### src/rtl/tx_word_framer.sv
// tx_word_framer: queues words and sends each as a byte stream over a start/busy handshake
module tx_word_framer #(
    parameter int WORD_BYTES = 4,
    parameter int FIFO_DEPTH = 4,
    parameter logic [7:0] HEADER = 8'hA5,
    localparam int W = 8 * WORD_BYTES,
    localparam int CW = $clog2(WORD_BYTES + 1),
    localparam int FCW = $clog2(FIFO_DEPTH + 1)
) (
    input  logic           clk,
    input  logic           rst_n,
    input  logic           in_valid,
    output logic           in_ready,
    input  logic [W-1:0]   in_word,
    input  logic [CW-1:0]  in_bytes,
    input  logic           in_msb_first,
    input  logic           in_frame,
    output logic           busy,
    output logic [FCW-1:0] fifo_count,
    output logic [7:0]     tx_data,
    output logic           tx_start,
    input  logic           tx_busy
);
    localparam int AW = $clog2(FIFO_DEPTH);
    localparam int EW = W + CW + 2;

    typedef enum logic [2:0] {IDLE, LOAD, REQ, ACK, WAIT, NEXT} state_t;
    typedef enum logic [1:0] {PH_HDR, PH_PAY, PH_CHK} phase_t;

    state_t state, state_nx;
    phase_t phase;
    logic [EW-1:0] mem [FIFO_DEPTH];
    logic [EW-1:0] head;
    logic [AW-1:0] wr_ptr, rd_ptr;
    logic [FCW-1:0] count;
    logic [W-1:0] shreg, head_word;
    logic [CW-1:0] cnt, n_clamp, pop_n;
    logic msb, frame, push, pop;
    logic [7:0] chk, sel, pay;

    assign in_ready = count != FCW'(FIFO_DEPTH);
    assign push = in_valid && in_ready;
    assign pop = state == IDLE && count != '0;
    assign busy = state != IDLE || count != '0;
    assign fifo_count = count;
    assign n_clamp = in_bytes > CW'(WORD_BYTES) ? CW'(WORD_BYTES) : in_bytes;
    assign head = mem[rd_ptr];
    assign head_word = head[EW-1 -: W];
    assign pop_n = head[CW+1:2];
    assign pay = msb ? shreg[W-1 -: 8] : shreg[7:0];

    always_ff @(posedge clk)
        if (push) mem[wr_ptr] <= {in_word, n_clamp, in_msb_first, in_frame};

    always_ff @(posedge clk or negedge rst_n)
        if (!rst_n) begin
            wr_ptr <= '0;
            rd_ptr <= '0;
            count  <= '0;
        end else begin
            wr_ptr <= wr_ptr + AW'(push);
            rd_ptr <= rd_ptr + AW'(pop);
            count  <= count + FCW'(push) - FCW'(pop);
        end

    always_ff @(posedge clk or negedge rst_n)
        if (!rst_n) state <= IDLE;
        else state <= state_nx;

    always_comb begin
        state_nx = state;
        case (state)
            IDLE:    state_nx = pop ? LOAD : IDLE;
            LOAD:    state_nx = (!frame && cnt == '0) ? IDLE : REQ;
            REQ:     state_nx = ACK;
            ACK:     state_nx = tx_busy ? WAIT : ACK;
            WAIT:    state_nx = tx_busy ? WAIT : NEXT;
            NEXT:    state_nx = (phase == PH_CHK || (phase == PH_PAY && cnt == '0 && !frame)) ? IDLE : REQ;
            default: state_nx = IDLE;
        endcase
    end

    // MSB-first words are left-aligned at pop so the next byte is always at the top
    always_ff @(posedge clk or negedge rst_n)
        if (!rst_n) begin
            shreg    <= '0;
            cnt      <= '0;
            msb      <= 1'b0;
            frame    <= 1'b0;
            chk      <= '0;
            sel      <= '0;
            phase    <= PH_HDR;
            tx_data  <= '0;
            tx_start <= 1'b0;
        end else begin
            case (state)
                IDLE: if (pop) begin
                    shreg <= head[1] ? head_word << (8 * (WORD_BYTES - int'(pop_n))) : head_word;
                    cnt   <= pop_n;
                    msb   <= head[1];
                    frame <= head[0];
                    chk   <= '0;
                end
                LOAD: begin
                    sel   <= frame ? HEADER : pay;
                    phase <= frame ? PH_HDR : PH_PAY;
                end
                REQ: begin
                    tx_data  <= sel;
                    tx_start <= 1'b1;
                end
                ACK: if (tx_busy) begin
                    tx_start <= 1'b0;
                    if (phase == PH_PAY) begin
                        chk   <= chk ^ tx_data;
                        cnt   <= cnt - CW'(1);
                        shreg <= msb ? shreg << 8 : shreg >> 8;
                    end
                end
                NEXT: begin
                    sel   <= cnt != '0 ? pay : chk;
                    phase <= cnt != '0 ? PH_PAY : PH_CHK;
                end
                default: ;
            endcase
        end
endmodule

### config.mk
export PLATFORM = sky130hd
export DESIGN_NAME = tx_word_framer
export DESIGN_NICKNAME = d
export VERILOG_FILES = /design/src/rtl/tx_word_framer.sv
export SDC_FILE = /design/constraint.sdc
export NUM_CORES = 1
export LEC_CHECK = 0
export CAP_MARGIN = 20
export CORE_ASPECT_RATIO = 1.25
export CORE_UTILIZATION = 55
export CTS_CLUSTER_DIAMETER = 150
export CTS_CLUSTER_SIZE = 14
export DETAILED_ROUTE_END_ITERATION = 16
export PLACE_DENSITY = 0.85
export SLEW_MARGIN = 20
export SYNTH_ARGS = -nofsm -noshare
export SYNTH_HDL_FRONTEND = slang
export SYNTH_SLANG_ARGS = --single-unit
### constraint.sdc
create_clock -name clk -period 4.45 [get_ports clk]
set_input_delay 0.89 -clock clk [delete_from_list [all_inputs] [get_ports clk]]
set_output_delay 0.89 -clock clk [all_outputs]
set_load 0.005 [all_outputs]
==> results.yml, run 1 <==
setup_path:
  crit_fanout: 17
  required_ns: 4.86
  start_kind: "register"
  end_kind: "register"
  path_class: "reg2reg"
  worst_ep_arrival_time_ns: 3.59
flow_run:
  max_cap_viol_count: 0
timing:
  maxSlewHeadroom: 0.392
  finalCritPeriodShare: 0.715
  finClkSkew_ns: 0.0302
  fmax_mhz: 314
  rsz0062_at_grt: "false"
  final.setup.tns_ns: 0
  fin_crit_ns: 3.18
  worstMarginPinSlew_ns: 0.912
  whs_ns: 0.475
  slew_violations: 0
  setup_viol: 0
  hold_viol: 0
floorplan:
  die_w_um: 120
  rows: 53
  initial_utilization: 0.567
  io-pin-count: 55
  dieArea_um2: 18000
  die_h_um: 150
  coreArea_um2: 17000
synth:
  synth_compound_area_frac: 0.105
  synth_top_family_by_area: "multiplexers"
  syn_nets: 687
  syn_avg_cell_area_um2: 15.1
  synth_seq_cells: 222
  synthXorXnorAreaFrac: 0.0118
  synthMuxAreaShare: 0.128
  syn_inst: 638
  netlist_area_um2: 9630
  async_reset_ff_frac: 0.333
  synthDistinctLibCells: 57
  synth_edf_count: 148
  synthFlopType: "edfxtp_1"
  yosys.area_share.adder: 0.0112
  yosysWarningCount: 0
  synth-simple-area-share: 0.0672
  synth-seq-area-share: 0.654
hold_path:
  min_path_type: "reg2reg"
clock_network:
  hold_buffers: 0
  clk_path_buf_depth: 3
  clkTransAtPathRegs_ns: 0.07
  cts_tree: "done"
  post_cts_buffers: 0
  clock-sinks: 222
  cts_root_buffer: "clkbuf_16"
  cts_buffers: 19
  cts.repair.resized: 0
  htreeDepth: 1
  clk_latency_ns: 0.50
finish:
  final_cell_mix: "edfxtp_1 (148), dfrtp_1 (73), clkdlybuf4s50_1 (53)"
  areaGrowthSynthToFinish_pct: 13.4
  fin_cells: 919
  diodes: 0
  drive_above_1_share: 0.167
  nets: 736
  fin_area_um2: 10900
  final_common_cell: "edfxtp_1"
route:
  ant_nets: 0
  initialDrtViolationCount: 618
  vias: 5830
  routed_wl_um: 19900
  via_per_inst: 6.34
  drc: 0
  drt-pass1-iter-count: 8
  wl_per_cell_um: 21.7
global_route:
  antenna_found_initial: 0
  overflow: 0
  grt_pass1_wl_um: 32500
  grt_pass1_vias: 6036
  grt_max_degree: 48
  grtUsageTotal: 0.234
placement:
  placedInstanceArea_um2: 10400
  port_buffers: 54
  place_congestion: 0.881
  dp.cells: 886
  dp_hpwl_um: 13100
pwr:
  power_leakage_nw: 3.86
  peakVddDrop_mv: 0.419
  powerDensity_nw_per_um2: 764
status:
  status: "finished clean"
logic make-up after synthesis:
| group | count (synthesis) |
|---|---|
| AOI/OAI and AO/OA | 137 |
| xor gates and xnor gates | 13 |
| adders and majority gates | 8 |
| buffers and inverters | 51 |
| DFF | 222 |
| muxes | 73 |
| and+or+nand+nor | 134 |
state kept, by name, indices dropped and copies added, names as in the netlist:
name	count
shreg	32
phase	2
fifo_count	3
state	3
msb	1
rd_ptr	2
mem	148
tx_start	1
sel	8
cnt	3
wr_ptr	2
chk	8
frame	1
tx_data	8
layer usage:
layer	up-vias	GRT usage	wire length [um]
met5	-	0	0
met2	266	0.398	10100
li1	2587	-	-
met1	2927	0.309	7970
met4	0	0.0877	648
met3	50	0.0286	1170
cells in the mapped netlist (all sizes together), types with 5 or more instances:
master   instances  area share
inv             12      0.0047
clkbuf          23      0.0090
xor2            11       0.010
edfxtp         148        0.46
a2111oi         10      0.0091
mux2            30       0.035
dfrtp           74        0.19
a221oi          29       0.028
a21oi           22       0.011
a31oi            5      0.0048
nand2           49       0.019
a32o             7      0.0073
and2            10      0.0065
nor2            37       0.015
o21ai           36       0.019
mux2i            6      0.0062
buf             15      0.0088
mux4            37       0.087
nand3           12      0.0062
ha               7      0.0091
a211oi          10      0.0091
worst max-delay path, cell delays in order, from the launching register on:
cell,delay [ns]
dfrtp_2,0.40
mux4_2,0.75
inv_2,0.28
ha_1,0.36
or4b_1,0.66
nor2_4,0.23
a221oi_1,0.13
a211oi_1,0.28
where the power goes:
| part | total [mW] | leakage (nW) | internal [mW] | switching, mW |
|---|---|---|---|---|
| logic | 3.63 | 1.34 | 1.49 | 2.14 |
| clock network | 1.51 | 0.260 | 0.819 | 0.694 |
| registers | 3.19 | 2.26 | 2.86 | 0.333 |
per-stage QoR:
stage | util | power (mW) | setup WS [ns]
global route | 0.643 | 8.83 | 1.10
CTS | 0.643 | 8.34 | 1.29
detailed placement | 0.611 | 6.82 | 1.29
global placement | 0.611 | 6.67 | 1.37
finish | 0.643 | 8.34 | 1.27
floorplan | - | 5.82 | 0.102
final timing paths:
| kind | to | start | slack (ns) | cells past startpoint |
|---|---|---|---|---|
| max in group asynchronous | shreg[12] | rst_n | 2.91 | 2 |
| min in group asynchronous | msb | rst_n | 0.53 | 1 |
| hold reg to reg | sel[7] | sel[7] | 0.47 | 2 |
| setup reg to reg | shreg[21] | rd_ptr[0] | 1.27 | 7 |
| setup / recovery | shreg[21] | rd_ptr[0] | 1.27 | 7 |
| hold / removal | sel[7] | sel[7] | 0.47 | 2 |
final cells by class:
| type | instances | area [um^2] |
|---|---|---|
| Sequential cell | 222 | 6300 |
| Fill cell | 1221 | 6060 |
| Multi-Input combinational cell | 365 | 3130 |
| Timing Repair Buffer | 66 | 626 |
| Clock buffer | 32 | 534 |
| Tap cell | 220 | 275 |
| Inverter | 13 | 48.8 |
| Clock inverter | 1 | 8.76 |
(Power assumes the default switching activity.)
==> run 2: changes to the inputs <==
- CORE_UTILIZATION: 55 -> 54
- PLACE_DENSITY: 0.85 -> 0.87
- clock period: 4.45 -> 2.55 ns (I/O delays scaled with it)
==> run 2 against run 1 <==
Compared with the run above: clock power up 73%; sequential share of layout area down 2.1 points; critical endpoint is now shreg[29]; wire length increased by 7.6%; sequential power is 75% higher; first-iteration DRC count fell by 18%; clock skew decreased by 0.016 ns; highest routed layer unchanged; die area grew 1.8%; non-clock buffer count up 23; via count is 3.1% higher.
==> results.yml, run 2 (synthesis gave the netlist of run 1 again) <==
floorplan:
  die_h_um: 151
  io-pin-count: 55
  rows: 54
  coreArea_um2: 17400
  initial_utilization: 0.552
  dieArea_um2: 18400
  die_w_um: 121
global_route:
  grtUsageTotal: 0.246
  grt_max_degree: 75
  grt_pass1_vias: 6187
  antenna_found_initial: 0
  grt_pass1_wl_um: 34300
  overflow: 0
finish:
  diodes: 0
  top_regs: "mem: 148 flops, shreg: 32 flops"
  nets: 759
  final_cell_mix: "edfxtp_1 (148), dfrtp_1 (73), clkdlybuf4s50_1 (53)"
  top_register: "mem"
  areaGrowthSynthToFinish_pct: 17.7
  drive_above_1_share: 0.221
  final_common_cell: "edfxtp_1"
  fillers: 1229
  largest_reg_flops: 148
pwr:
  power_leakage_nw: 4.05
  seqPwrFrac: 0.360
  peakVddDrop_mv: 0.691
  p_int_mw: 9.58
  power_mw: 15.5
  p_comb_frac: 0.472
  p_clk_frac: 0.168
  switching_share: 0.383
  p_sw_mw: 5.95
  powerDensity_nw_per_um2: 1370
placement:
  dp_hpwl_um: 13800
  port_buffers: 54
  place_congestion: 0.890
  place_worst_setup_slack_ns: -0.0834
route:
  drt-pass1-iter-count: 7
  initialDrtViolationCount: 504
  vias: 6009
  via_per_inst: 6.36
  drc: 0
  routed_wl_um: 21400
  ant_nets: 0
  wl_per_cell_um: 22.7
hold_path:
  min_path_type: "in2async"
clock_network:
  clkTransAtPathRegs_ns: 0.07
  clock-sinks: 222
  htreeDepth: 1
  clk_path_buf_depth: 3
  cts_buffers: 19
  clk_latency_ns: 0.49
  cts_tree: "done"
  cts_root_buffer: "clkbuf_16"
timing:
  whs_ns: 0.0523
  hold_viol: 0
  fin_crit_ns: 2.52
  finalCritPeriodShare: 0.987
  final.setup.tns_ns: 0
  setup_viol: 0
  fmax_mhz: 397
  rsz0062_at_grt: "true"
  finClkSkew_ns: 0.0138
  worstMarginPinSlew_ns: 0.714
  maxSlewHeadroom: 0.521
  fin_ws_ns: 0.0328
  slew_violations: 0
status:
  status: "finished clean"
setup_path:
  end_kind: "register"
  required_ns: 2.94
  crit_fanout: 8
  path_class: "reg2reg"
  worst_ep_arrival_time_ns: 2.91
  start_kind: "register"
flow_run:
  max_cap_viol_count: 0
## run 2: power groups by stage
stage	Combinational [mW]	Sequential [mW]	Clock, mW
floorplan	4.93	5.44	0
global placement	6.81	5.54	0
detailed placement	7.02	5.64	0
CTS	7.17	5.58	2.67
global route	7.89	5.69	2.79
finish	7.33	5.59	2.61
## run 2: stage by stage
| stage | std cells | utilization | cell area, um^2 |
|---|---|---|---|
| after floorplan | 638 | - | 9740 |
| after global placement | 910 | 0.614 | 10700 |
| after detailed placement | 910 | 0.614 | 10700 |
| after CTS | 944 | 0.647 | 11300 |
| after global routing | 945 | 0.650 | 11300 |
| final | 945 | 0.650 | 11300 |
## run 2: critical path, cell delays in order (launching register included)
cell      delay [ns]
dfrtp_2         0.43
mux4_2          0.59
inv_8           0.09
ha_4            0.19
or4b_4          0.53
o41ai_4         0.09
buf_6           0.20
nand2_2         0.06
a221oi_2        0.25
## run 2: layout make-up
| class | instances | area (um^2) | share of cell area |
|---|---|---|---|
| Multi-Input combinational cell | 365 | 3260 | 0.287 |
| Clock buffer | 32 | 534 | 0.0471 |
| Tap cell | 224 | 280 | 0.0247 |
| Timing Repair Buffer | 89 | 906 | 0.0799 |
| Sequential cell | 222 | 6300 | 0.556 |
| Inverter | 13 | 57.6 | 0.00508 |
## run 2: per-layer routing
layer  up-vias  track usage  routed length [um]
met5         -            0                   0
met4         0        0.113                 867
met3        60       0.0373                1260
met2       261        0.413               10800
met1      3049        0.317                8480
li1       2639            -                   -
## run 2: timing repair
action,4_1_cts,5_1_grt
endpoints found under the setup margin,16,20
hold buffers,0,0
resized for setup,4,10
setup buffers,2,1
pin swaps,3,7
## run 2: final timing paths
path,startpoint,to,slack [ns],depth (start not counted)
max reg2reg,rd_ptr[0],shreg[29],0.03,8
min in group clk,sel[1],sel[1],0.49,2
min reg2reg,sel[1],sel[1],0.49,2
max in group asynchronous,rst_n,rd_ptr[0],2.17,2
max,rd_ptr[0],shreg[29],0.03,8
min,rst_n,sel[6],0.05,2
==> run 3: changes to the inputs <==
- CAP_MARGIN: 20 -> 10
- PLACE_DENSITY: 0.87 -> 0.76
==> run 3 against run 2 <==
Compared with the run above: die area stayed put; combinational power is 1% lower; sequential power hardly changed; non-clock buffer count is 1 lower; hold slack worse by 0.034 ns; total power is 0.63% lower; fmax is 0.49% higher; cell count is 0.11% lower; worst setup slack better by 0.012 ns; utilization is 0.12 points lower; cell area is 0.19% lower; clock skew is 0.0013 ns lower; critical path type unchanged; critical endpoint is now shreg[30].
==> results.yml, run 3 (synthesis gave the netlist of run 1 again) <==
finish:
  largest_reg_flops: 148
  areaGrowthSynthToFinish_pct: 17.5
  top_register: "mem"
  fillers: 1246
  top_regs: "mem: 148 flops, shreg: 32 flops"
  fin_area_um2: 11300
  drive_above_1_share: 0.214
  final_common_cell: "edfxtp_1"
  final_cell_mix: "edfxtp_1 (148), dfrtp_1 (73), clkdlybuf4s50_1 (53)"
  nets: 758
  multi_input_area_um2: 3250
  diodes: 0
  utilization: 0.649
  seq_area_um2: 6300
timing:
  setup_viol: 0
  maxSlewHeadroom: 0.557
  fin_ws_ns: 0.0451
  fmax_mhz: 399
  final.setup.tns_ns: 0
  hold_viol: 0
  slew_violations: 0
  finalCritPeriodShare: 0.982
  finClkSkew_ns: 0.0125
  worstMarginPinSlew_ns: 0.664
  fin_crit_ns: 2.50
global_route:
  antenna_found_initial: 0
  overflow: 0
  grt_pass1_wl_um: 33300
  grt_max_degree: 54
  grt_pass1_vias: 6238
  grtUsageTotal: 0.239
route:
  drt-pass1-iter-count: 5
  drc: 0
  initialDrtViolationCount: 537
  wl_per_cell_um: 22.3
  ant_nets: 0
  routed_wl_um: 21000
  vias: 5832
  via_per_inst: 6.18
setup_path:
  max_stage_delay_ns: 0.59
  path_class: "reg2reg"
  crit_fanout: 4
  start_kind: "register"
  regToRegSetupSlack_ns: 0.05
  worst_ep_arrival_time_ns: 2.90
  r2r_end: "shreg[30]"
  startpoint: "rd_ptr[0]"
  critPathCapture: "shreg[30]"
  crit_chain: "mux4_2 -> inv_8 -> ha_4 -> or4b_4 -> o41ai_4 -> buf_4 -> a222oi_1 -> o211ai_1"
  r2r_cells: 8
  cp_slowest_cell: "mux4_2"
  end_kind: "register"
  worstReg2RegStart: "rd_ptr[0]"
  required_ns: 2.95
placement:
  place_worst_setup_slack_ns: -0.143
  port_buffers: 54
  place_congestion: 0.914
  placedInstanceArea_um2: 10700
  dp_hpwl_um: 14000
clock_network:
  htreeDepth: 1
  clock-sinks: 222
  clk_path_buf_depth: 3
  cts_tree: "done"
  clkTransAtPathRegs_ns: 0.07
  cts_buffers: 19
  clk_latency_ns: 0.48
  cts_root_buffer: "clkbuf_16"
  hold_buffers: 0
flow_run:
  max_cap_viol_count: 0
floorplan:
  die_h_um: 151
  coreArea_um2: 17400
  die_w_um: 121
  rows: 54
  initial_utilization: 0.552
  dieArea_um2: 18400
  io-pin-count: 55
pwr:
  powerDensity_nw_per_um2: 1360
  power_leakage_nw: 4.04
  peakVddDrop_mv: 0.701
  power_mw: 15.4
status:
  status: "finished clean"
hold_path:
  min_path_type: "in2async"
-- run 3: routing by layer --
metal	vias up	share of wire	track usage
li1	2638	-	-
met1	2959	0.38	0.296
met2	202	0.54	0.428
met3	33	0.056	0.0335
met4	0	0.022	0.0809
met5	-	0	0
-- run 3: metrics by stage --
| stage | hold WS [ns] | instances |
|---|---|---|
| after floorplan | 0.214 | 638 |
| after global placement | 0.459 | 910 |
| after detailed placement | 0.472 | 910 |
| after CTS | 0.0196 | 942 |
| after global routing | 0.0422 | 944 |
| final | 0.0184 | 944 |
-- run 3: timing repair --
item | 4_1_cts | 5_1_grt
gates resized for setup | 3 | 11
endpoints found under the setup margin | 9 | 22
pin swaps | 0 | 5
buffers inserted | 0 | 1
cloned | 0 | 1
-- run 3: cell type report --
| cell class | count | share of cell area |
|---|---|---|
| flip-flops and latches | 222 | 0.557 |
| multi-input cells | 365 | 0.287 |
| inverters | 13 | 0.00509 |
| well taps | 224 | 0.0248 |
| clock buffers | 32 | 0.0472 |
| repair buffers | 88 | 0.0790 |
-- run 3: critical path, delay by kind of cell, from the launching register on --
family / cells / cell delay (ns)
DFF: 1 / 0.41
adders and majority gates: 1 / 0.19
and+or+nand+nor: 1 / 0.53
buffers and inverters: 2 / 0.29
AOI/OAI and AO/OA: 3 / 0.41
muxes: 1 / 0.59
-- run 3: power breakdown --
part	total [mW]	internal [mW]	leakage [nW]	switching (mW)
registers	5.58	4.98	2.26	0.600
clock network	2.60	1.42	0.256	1.18
logic	7.25	3.17	1.52	4.09
-- run 3: worst min path at each step --
stage	cells after the start	slack, ns	to	from
6_report	1	0.02	shreg[26]	rst_n
5_1_grt	1	0.04	shreg[3]	rst_n
4_1_cts	1	0.02	shreg[3]	rst_n
3_5_place_dp	2	0.47	sel[4]	sel[4]
3_3_place_gp	2	0.46	sel[1]	sel[1]
2_1_floorplan	0	0.21	chk[0]	rst_n
